[src/rtl/pipe_stage_buf.sv]
// -----------------------------------------------------------------------------
// pipe_stage_buf
//
// Parametrised pipeline-stage register with a valid/ready handshake. It sits
// between CPU pipeline stages (IF/ID, ID/EX, ...) and carries any payload
// width. A synchronous flush kills every held entry and loads a programmable
// bubble value onto out_data. A saturating counter records the cycles in which
// downstream back-pressure holds a valid entry.
//
// Build option:
//   PIPE_SKID_EN  defined   -> two-entry skid buffer. in_ready comes straight
//                              from a register, so there is no combinational
//                              path from out_ready to in_ready.
//                 undefined -> single entry. in_ready = !out_valid | out_ready
//                              (combinational).
//
// Parameters:
//   DATA_W     payload width in bits
//   FLUSH_VAL  value loaded into out_data on reset or flush
//   CNT_W      width of the stall counter
//
// Ports:
//   clk        in   rising-edge clock
//   reset      in   synchronous, active-high reset
//   flush      in   synchronous kill of all held entries
//   in_valid   in   upstream entry valid
//   in_ready   out  stage can accept an entry
//   in_data    in   upstream payload [DATA_W]
//   out_valid  out  output entry valid
//   out_ready  in   downstream accepts
//   out_data   out  output payload [DATA_W]
//   occupancy  out  number of entries held (0..2)
//   stall_cnt  out  saturating count of back-pressure cycles [CNT_W]
//   cnt_clr    in   synchronous clear of stall_cnt
// -----------------------------------------------------------------------------
module pipe_stage_buf #(
    parameter int unsigned       DATA_W    = 96,
    parameter logic [DATA_W-1:0] FLUSH_VAL = '0,
    parameter int unsigned       CNT_W     = 16
) (
    input  logic              clk,
    input  logic              reset,
    input  logic              flush,
    input  logic              in_valid,
    output logic              in_ready,
    input  logic [DATA_W-1:0] in_data,
    output logic              out_valid,
    input  logic              out_ready,
    output logic [DATA_W-1:0] out_data,
    output logic [1:0]        occupancy,
    output logic [CNT_W-1:0]  stall_cnt,
    input  logic              cnt_clr
);

`ifdef PIPE_SKID_EN
    typedef enum logic [1:0] {
        ST_EMPTY = 2'd0,
        ST_ONE   = 2'd1,
        ST_FULL  = 2'd2
    } state_t;
`else
    typedef enum logic {
        ST_EMPTY = 1'b0,
        ST_ONE   = 1'b1
    } state_t;
`endif

    state_t             state_q;
    state_t             state_d;
    logic [DATA_W-1:0]  main_q;
    logic [DATA_W-1:0]  main_d;
    logic               out_valid_q;
    logic [CNT_W-1:0]   stall_q;
    logic               in_fire;
    logic               out_fire;

`ifdef PIPE_SKID_EN
    logic [DATA_W-1:0]  skid_q;
    logic [DATA_W-1:0]  skid_d;
    logic               in_ready_q;
    logic [1:0]         occ_q;
`endif

    // ------------------------------------------------------------------
    // Handshake
    // ------------------------------------------------------------------
`ifdef PIPE_SKID_EN
    // Registered ready: deasserted only while the skid entry is occupied.
    assign in_ready  = in_ready_q;
    assign occupancy = occ_q;
`else
    // Single entry: a held entry can be replaced in the same cycle it leaves.
    assign in_ready  = !out_valid_q || out_ready;
    assign occupancy = {1'b0, out_valid_q};
`endif

    assign out_valid = out_valid_q;
    assign out_data  = main_q;
    assign stall_cnt = stall_q;

    assign in_fire  = in_valid && in_ready;
    assign out_fire = out_valid_q && out_ready;

    // ------------------------------------------------------------------
    // Next-state and datapath selection
    // ------------------------------------------------------------------
    always_comb begin
        state_d = state_q;
        main_d  = main_q;
`ifdef PIPE_SKID_EN
        skid_d  = skid_q;
`endif
        if (flush) begin
            // Any in_fire this cycle is dropped; an out_fire has already
            // completed on the wire and needs no action here.
            state_d = ST_EMPTY;
            main_d  = FLUSH_VAL;
        end else begin
            case (state_q)
                ST_EMPTY: begin
                    if (in_fire) begin
                        state_d = ST_ONE;
                        main_d  = in_data;
                    end
                end
                ST_ONE: begin
                    if (in_fire && out_fire) begin
                        main_d = in_data;
`ifdef PIPE_SKID_EN
                    end else if (in_fire) begin
                        // Downstream stalled: park the new entry behind main.
                        state_d = ST_FULL;
                        skid_d  = in_data;
`endif
                    end else if (out_fire) begin
                        // main keeps its old payload; out_valid drops.
                        state_d = ST_EMPTY;
                    end
                end
`ifdef PIPE_SKID_EN
                ST_FULL: begin
                    if (out_fire) begin
                        state_d = ST_ONE;
                        main_d  = skid_q;
                    end
                end
`endif
                default: begin
                    state_d = ST_EMPTY;
                end
            endcase
        end
    end

    // ------------------------------------------------------------------
    // State and payload registers
    // ------------------------------------------------------------------
    always_ff @(posedge clk) begin
        if (reset) begin
            state_q     <= ST_EMPTY;
            main_q      <= FLUSH_VAL;
            out_valid_q <= 1'b0;
        end else begin
            state_q     <= state_d;
            main_q      <= main_d;
            out_valid_q <= (state_d != ST_EMPTY);
        end
    end

`ifdef PIPE_SKID_EN
    // Status flags are precomputed from the next state so that in_ready and
    // occupancy are plain register outputs.
    always_ff @(posedge clk) begin
        if (reset) begin
            skid_q     <= '0;
            in_ready_q <= 1'b1;
            occ_q      <= 2'd0;
        end else begin
            skid_q     <= skid_d;
            in_ready_q <= (state_d != ST_FULL);
            case (state_d)
                ST_ONE:  occ_q <= 2'd1;
                ST_FULL: occ_q <= 2'd2;
                default: occ_q <= 2'd0;
            endcase
        end
    end
`endif

    // ------------------------------------------------------------------
    // Back-pressure counter: clear wins over increment; flush leaves it.
    // ------------------------------------------------------------------
    always_ff @(posedge clk) begin
        if (reset || cnt_clr) begin
            stall_q <= '0;
        end else if (out_valid_q && !out_ready && (stall_q != '1)) begin
            stall_q <= stall_q + CNT_W'(1);
        end
    end

endmodule

[config.mk]
export PLATFORM = sky130hd
export DESIGN_NAME = pipe_stage_buf
export DESIGN_NICKNAME = d
export VERILOG_FILES = /design/src/rtl/pipe_stage_buf.sv
export SDC_FILE = /design/constraint.sdc
export NUM_CORES = 1
export LEC_CHECK = 0
export CORE_MARGIN = 5
export CORE_UTILIZATION = 25
export CTS_CLUSTER_SIZE = 25
export DETAILED_ROUTE_END_ITERATION = 10
export GPL_ROUTABILITY_DRIVEN = 0
export GPL_TIMING_DRIVEN = 0
export PLACE_DENSITY = 0.65
export SLEW_MARGIN = 10
export SYNTH_ARGS = -nofsm -noshare
export SYNTH_HDL_FRONTEND = slang
export SYNTH_SLANG_ARGS = --single-unit
[constraint.sdc]
create_clock -name clk -period 1.9 [get_ports clk]
set_clock_uncertainty 0.15 [all_clocks]
set_input_delay 0.38 -clock clk [delete_from_list [all_inputs] [get_ports clk]]
set_output_delay 0.38 -clock clk [all_outputs]
set_load 0.005 [all_outputs]
# [After elaboration in Yosys (flattened, before gate mapping)]
# Index checks and enable logic that the tools add are counted.
[word_totals] ff_bits=113 mem_bits_ro=0 memories=0 ram_bits=0 word_cells=26 input_bits=102 latch_bits=0
[classes] mul=0 n_eq_ne=3 mux=7 n_bitwise=1 magnitude_cmp=0 shift=0 n_reduce_logical=11 add_sub_neg=1 div_mod_pow=0
[ops] operator="$mux W96" count=2
[ops] operator="$pmux W96 S2" count=1
[ops] operator="$add A16 B1 Y16 const B" count=1
[ops] operator="$ne A16 B16 Y1 const B" count=1
[ops] operator="$logic_and A1 B1 Y1" count=5
[ops] operator="$mux W1" count=3
[ops] operator="$logic_not A1 Y1" count=2
[ops] operator="$logic_or A1 B1 Y1" count=2
[ops] operator="$ne A2 B1 Y1 const B" count=1
[ops] operator="$ne A2 B2 Y1 const B" count=1
[ops] operator="$pmux W1 S2" count=1
[ops] operator="$reduce_and A2 Y1" count=1
[ops] operator="$reduce_or A2 Y1" count=1
[ops] operator="$not A1 Y1" count=1

# [Logic depth before layout (Yosys ltp)]
[logic_depth] depth_word=6 mapped_depth=9

# [Worst setup path after synthesis]
# OpenSTA, ideal clock, no wires.
[synth_path] kind="reg-to-reg" start="register stall_q[0] (netlist: stall_cnt[0])" end="register stall_q[10] (netlist: stall_cnt[10])" setup_ps=135 n_path_buf=0 synth_period_minus_slack_ps=1676 required_time_ps=1615 slack_ps=224 arrival_time_ps=1391 stages_incl_launch_ff=6 cell_sequence="dfxtp_1 > ha_1 > and3_1 > nand4_1 > o311ai_0 > o41ai_1"
[synth_via] elab_chain_cells=2
[synth_rtl] element="start: declaration" line_no="73" source="logic [CNT_W-1:0] stall_q;"
[synth_rtl] element="start signal: assignment" line_no="197" source="stall_q <= stall_q + CNT_W'(1);"
[synth_rtl] element="branches (longest 2 deep; another with $add A16 B1 Y16)"
# Several ways; the timed one is not identified.
# A chain may end at the register's enable or synchronous reset.

# [Final worst setup path]
[layout_path] start="register stall_q[12] (netlist: stall_cnt[12])" end="output stall_cnt[12]"
[layout_rtl] element="end: declaration" line_no="51" source="output logic [CNT_W-1:0] stall_cnt,"
# No word-level cell between the ends.

==> metrics.cfg <==
[outcome]
status=complete, no violations

[timing]
fin_crit_ns=1.86
relSlewSlack=0.656
setup_viol=0
fmax_mhz=537
slew_violations=0
fin_crit_sh=0.981
hold_viol=0
fin_hold_ws_ns=0.296
worst_pin_slew_ns=0.512

[global_route]
first_global_vias=4149
antenna_found_initial=1
grt_overflow_total=0
grt.total_usage=0.144
grt_pass1_wl_um=22400
grt_max_degree=17

[synthesis]
yosysWarnings=0
ys_seq_area_frac=0.532
ys_types=37
synthTopCellsByArea=dfxtp_1 53%, nand2_1 18%, a21oi_1 12%, buf_2 1.5%, buf_4 1.4%
synth_nets=636
yosysTopAreaCell=dfxtp_1
ys_seq_elements=113
avgSynthCellArea_um2=7.98
netlist_instances=533
syn_area_um2=4250
synth_top_area_frac=0.532

[setup_path]
critPathArrivalTime_ns=1.33
critPathRequiredTime_ns=1.37
cp-end-kind=output port
worstSetupStartpointType=register
critPathMaxFanout=8
critPathKind=reg -> out
critPathTopFamily=buffers and inverters
max_stage_delay_ns=0.53
cp_slowest_cell=clkdlybuf4s50_1
path_cells=clkdlybuf4s50_1
worst-path-buf-inv=1

[hold_path]
min-delay-path-class=in -> reg

[run]
drv_cap=0

[clocking]
clk_pin_slew_ns=0.05
cts_buffers=17
cts_tree=built
clock_path_buffers=2
clock_latency_ns=0.41
htree_levels=4
ctsHoldBuffers=0
clock_sinks=113
clock-root-buffer=clkbuf_16

[detailed_routing]
drt-initial-drc-count=130
drc=0
routed_via_density=4.44
wirelength_um=14800
vias=4453
postRouteAntennaNets=0
post_drt_wl_per_cell_um=14.7
dr.pass1.iters=4

[cells_and_area]
n_fill_cell=1680
final_cells=1002
area_growth_pct=72.8
nets=873
regArea_um2=2290
n_antenna_cell=0
drive_above_1_share=0.109
multi_input_area_um2=1790

[place]
dp.cells=969
portBuffers=216
dp.final_hpwl_um=10900

[power_and_ir_drop]
ir_drop_uv=564
power_leakage_uw=0.00270
p_per_area_nw_per_um2=850

[floorplanning]
rows=47
die_y_um=140
dieWidth_um=140
pin_count=218
start_util=0.256
die-area_um2=19700
fp.coreArea_um2=16600

[layer usage]
| layer | vias to the layer above | GRT usage | share of wire |
|---|---|---|---|
| met4 | 2 | 0.0474 | 0.020 |
| met5 | - | 0 | 0.00088 |
| li1 | 2253 | - | - |
| met2 | 189 | 0.227 | 0.45 |
| met3 | 24 | 0.0767 | 0.11 |
| met1 | 1985 | 0.167 | 0.42 |
[what timing repair did]
| item | 4_1_cts | 5_1_grt |
|---|---|---|
| setup buffers | 3 | 1 |
| resized for setup | 23 | 12 |
| pin swaps | 1 | 1 |
| endpoints found under the setup margin | 74 | 52 |
[path summary, 6_finish.rpt]
kind                            cells after the start             to     startpoint  slack, ns
worst min register to register                      2   out_data[65]   out_data[65]       0.30
worst max-delay path                                1  stall_cnt[12]  stall_cnt[12]       0.04
worst min-delay path                                5   stall_cnt[3]      out_ready       0.30
worst max register to register                      5   stall_cnt[8]   stall_cnt[1]       0.05
[registers in the layout, summed over array words and instances, names as in the netlist]
name,flops
out_valid,1
out_data,96
stall_cnt,16
[area by class of cell]
type                    count  share of cell area
flip-flops and latches    113               0.311
repair buffers            220               0.299
multi-input cells         379               0.244
clock buffers              26              0.0693
well taps                 220              0.0374
plain buffers              37              0.0274
clock inverters             5              0.0102
inverters                   2             0.00136
[report_power, final]
group	switching [uW]	total, uW	internal [uW]
Clock	1060	3150	2090
Combinational	261	633	372
Sequential	32.4	2470	2440
[placed cells by master (no fill, tap or decap), drive strengths merged]
master         netlist  layout
buf                 25      28
clkinv               0       3
and2                 1       1
bufinv               0       2
o21ai                5       5
conb                 1       1
o41ai                1       1
a31oi                5       5
ha                   1       1
and3                 3       3
o31ai                5       5
clkbuf              13      38
nand2              201     201
clkdlybuf4s50        0     213
dlymetal6s2s         0       2
nor3                 5       5
and4                 4       4
dfxtp              113     113
a41o                 2       2
o311ai               2       2
nor4                 3       3
a21oi              104     104
dlygate4sd1          1       1
nor2b                1       1
or4                  4       4
or3                  3       3
or2                  2       2
nand4                8       8
nand3                8       8
inv                  2       2
nor2                10      10
clkdlybuf4s15        0       1
[cell families after synthesis]
group / after synthesis / share of synthesized area
simple gates: 253 / 0.259
other cells: 1 / 0.000882
buf+inv: 41 / 0.0500
compound gates: 124 / 0.155
flops: 113 / 0.532
fa+ha+maj: 1 / 0.00294
[through the flow]
step,setup TNS (ns),power (uW),area [um^2],worst slack [ns],utilization
2_1_floorplan,0,2730,4250,0.224,-
4_1_cts,-0.0703,6360,7330,-0.0703,0.440
3_5_place_dp,-54.72,3160,6690,-0.803,0.402
5_1_grt,-0.0188,6530,7350,-0.0121,0.442
6_report,0,6250,7350,0.0368,0.442
3_3_place_gp,-54.26,3160,6690,-0.806,0.402
[cell usage after synthesis]
master	number
and3_1	3
nand4_1	7
a41o_1	2
nor2b_2	1
nor3_1	5
inv_1	1
and4_1	2
clkbuf_1	13
buf_2	13
dlygate4sd1_1	1
nand2_1	201
nand3_1	7
o21ai_0	3
o21ai_1	2
nor4_2	1
buf_6	1
or3_1	3
and2_1	1
inv_2	1
o31ai_1	5
a21oi_1	104
o41ai_1	1
a31oi_1	5
o311ai_0	2
nand3_4	1
nand4_2	1
or4_1	4
conb_1	1
nor4_4	1
nor4_1	1
dfxtp_1	113
nor2_1	10
and4_4	2
ha_1	1
buf_1	3
buf_4	8
or2_2	2
(Power assumes the default switching activity.)
==> variant (same flow settings) <==
The option `PIPE_SKID_EN` is turned on by a define.
--- a/src/rtl/pipe_stage_buf.sv
+++ b/src/rtl/pipe_stage_buf.sv
@@ -33,6 +33,8 @@
 //   stall_cnt  out  saturating count of back-pressure cycles [CNT_W]
 //   cnt_clr    in   synchronous clear of stall_cnt
 // -----------------------------------------------------------------------------
+`define PIPE_SKID_EN
+
 module pipe_stage_buf #(
     parameter int unsigned       DATA_W    = 96,
     parameter logic [DATA_W-1:0] FLUSH_VAL = '0,
Function: changed (a bounded check fails within 4 cycles, from zero or initial values and one cycle with reset high).
==> variant against the original RTL <==
  * The flow now finishes with violations (setup timing)
  * Global-route usage down 0.37 points
  * Sequential cell count up 101
  * Sequential share of layout area up 2.4 points
  * Routed wire length up 97%
  * Combinational power up 140%
  * Power rose by 74%
  * Via count grew 80%
  * Setup slack got worse by 41 ps
  * Clock power increased by 48%
  * Register-to-register slack worse by 50 ps
  * Hold slack gained 1.0 ps
  * Maximum frequency is 2.2% lower
  * Cell area grew 76%
  * Area after synthesis rose by 100%
  * Critical path type is now reg2reg
==> variant: results (changes against the original RTL) <==
- The flow ran to the end, but the final reports show violations.
- The checks that failed: setup timing.
* Number of H-tree branching levels: 1 (-3)
* Count of distinct cell types in the synthesized netlist: 43 (+16%)
- The worst register-to-register path begins at state_q[1]$_SDFF_PP0_.
* Detailed placer's ending HPWL: 20000 um (+83%)
* Final worst setup slack: -4.37 ps (-41.2 ps)
- The arrival time at the worst endpoint is 2190 ps (+860 ps).
* Drt initial violations: 302 (+130%)
- The global-route track usage on met3 came to 2.36% (-5.3 points).
* Leading cell types by count after synthesis: sky130_fd_sc_hd__dfxtp_1 (214), sky130_fd_sc_hd__nand2_1 (206), sky130_fd_sc_hd__a21oi_1 (109), sky130_fd_sc_hd__nor2_1 (104), sky130_fd_sc_hd__a211oi_1 (98)
* Number of antenna violations at the first check in global routing: 5 (+4)
- Share of cells above drive strength 1: 17.8% (+6.9 points)
- Compound-Gate Fraction of Synth Area: 16.6% (+1.0 points)
- Portion of the post-synthesis area used by sequential elements: 50.1% (-3.1 points)
- The reported net switching power is 2.75 mW (+100%).
* Met2 track demand over resource: 24.8% (+2.1 points)
- The via count of the first global-routing pass is 7750 (+87%).
- Synth Area in Adders: 0.146% (-0.15 points)
* Pre-CTS worst setup slack: -1210 ps (-402 ps)
- Total leakage power: 5.74 nW (+110%)
- The placed cell count is 1639 (+69%).
- Top cells by area in the synthesized netlist: sky130_fd_sc_hd__dfxtp_1 (50%), sky130_fd_sc_hd__mux2i_1 (11%), sky130_fd_sc_hd__nand2_1 (9.0%)
- The number of setup violations in the final report is 3 (+3).
- The total wire length after detailed routing was 29000 um (+97%).
* Worst-case clock buffer depth: 3 (+1)
* Vias per cell: 4.71 (+5.9%)
- Synth Area in XOR/XNOR: 0.102% (+0.10 points)
* Min-delay src: in_data[0]
- The combined global-route utilization of all metal layers is 14.0% (-0.37 points).
## variant: metal layers
metal  wire [um]  up-vias
met5          27        -
met4         806        4
met3        1270       51
met2       14600      191
met1       12300     3837
li1            -     3930
## variant: worst max-delay path, cell delays in order (launching register included)
cell and delay [ps]:
sky130_fd_sc_hd__dfxtp_4 360, sky130_fd_sc_hd__nand3b_1 240, sky130_fd_sc_hd__nor4bb_1 320, sky130_fd_sc_hd__buf_4 200, sky130_fd_sc_hd__buf_12 110, sky130_fd_sc_hd__buf_12 130
sky130_fd_sc_hd__clkbuf_16 160, sky130_fd_sc_hd__nand2_1 60, sky130_fd_sc_hd__a21oi_1 110
## variant: final cells by class
type | count | area, sq um | share of cell area (%)
clock buffers | 36 | 727 | 5.61
clock inverters | 8 | 75.1 | 0.580
repair buffers | 236 | 2310 | 17.9
diodes | 3 | 7.51 | 0.0580
flip-flops and latches | 214 | 4350 | 33.6
inverters | 3 | 11.3 | 0.0869
plain buffers | 75 | 666 | 5.14
multi-input cells | 680 | 4240 | 32.7
well taps | 448 | 561 | 4.33
## variant: final timing paths
path                             end  slack (ps)  cells after the start
max reg2reg  skid_q[87]$_SDFFE_PP0P_          -4                      8
min reg2reg  skid_q[11]$_SDFFE_PP0P_         300                      2
max          skid_q[87]$_SDFFE_PP0P_          -4                      8
min           skid_q[0]$_SDFFE_PP0P_         300                      3
## variant: cell families (layout without fill, tap and decap cells)
| kind of cell | count (synthesis) | in the layout |
|---|---|---|
| AND/OR/NAND/NOR | 354 | 354 |
| adder cells (fa/ha/maj) | 1 | 1 |
| AO/OA/AOI/OAI | 227 | 227 |
| buffers and inverters | 80 | 358 |
| other | 0 | 3 |
| XOR/XNOR | 1 | 1 |
| multiplexers | 97 | 97 |
| flip-flops | 214 | 214 |
## variant: metrics by stage
stage / hold slack, ps / setup TNS, ps / area, sq um
floorplan: 286 / 0 / 8550
global placement: 291 / -147730 / 11300
detailed placement: 296 / -151120 / 11300
CTS: 260 / -96.1 / 12300
global route: 287 / -3340 / 13000
finish: 297 / -7.31 / 13000
## variant: what timing repair did
item                       CTS  global route
buffers inserted             8             6
setup endpoints to repair  305           203
pin swaps                    2            52
gates cloned                 1             5
gates resized for setup    213           152
## variant: power by group through the flow
| stage | clock network (mW) | logic (mW) | registers (mW) |
|---|---|---|---|
| CTS | 4.84 | 1.34 | 4.73 |
| floorplan | 0 | 0.576 | 4.83 |
| detailed placement | 0 | 1.31 | 4.84 |
| finish | 4.67 | 1.51 | 4.73 |
| global placement | 0 | 1.30 | 4.83 |
| global route | 5.01 | 1.63 | 4.74 |
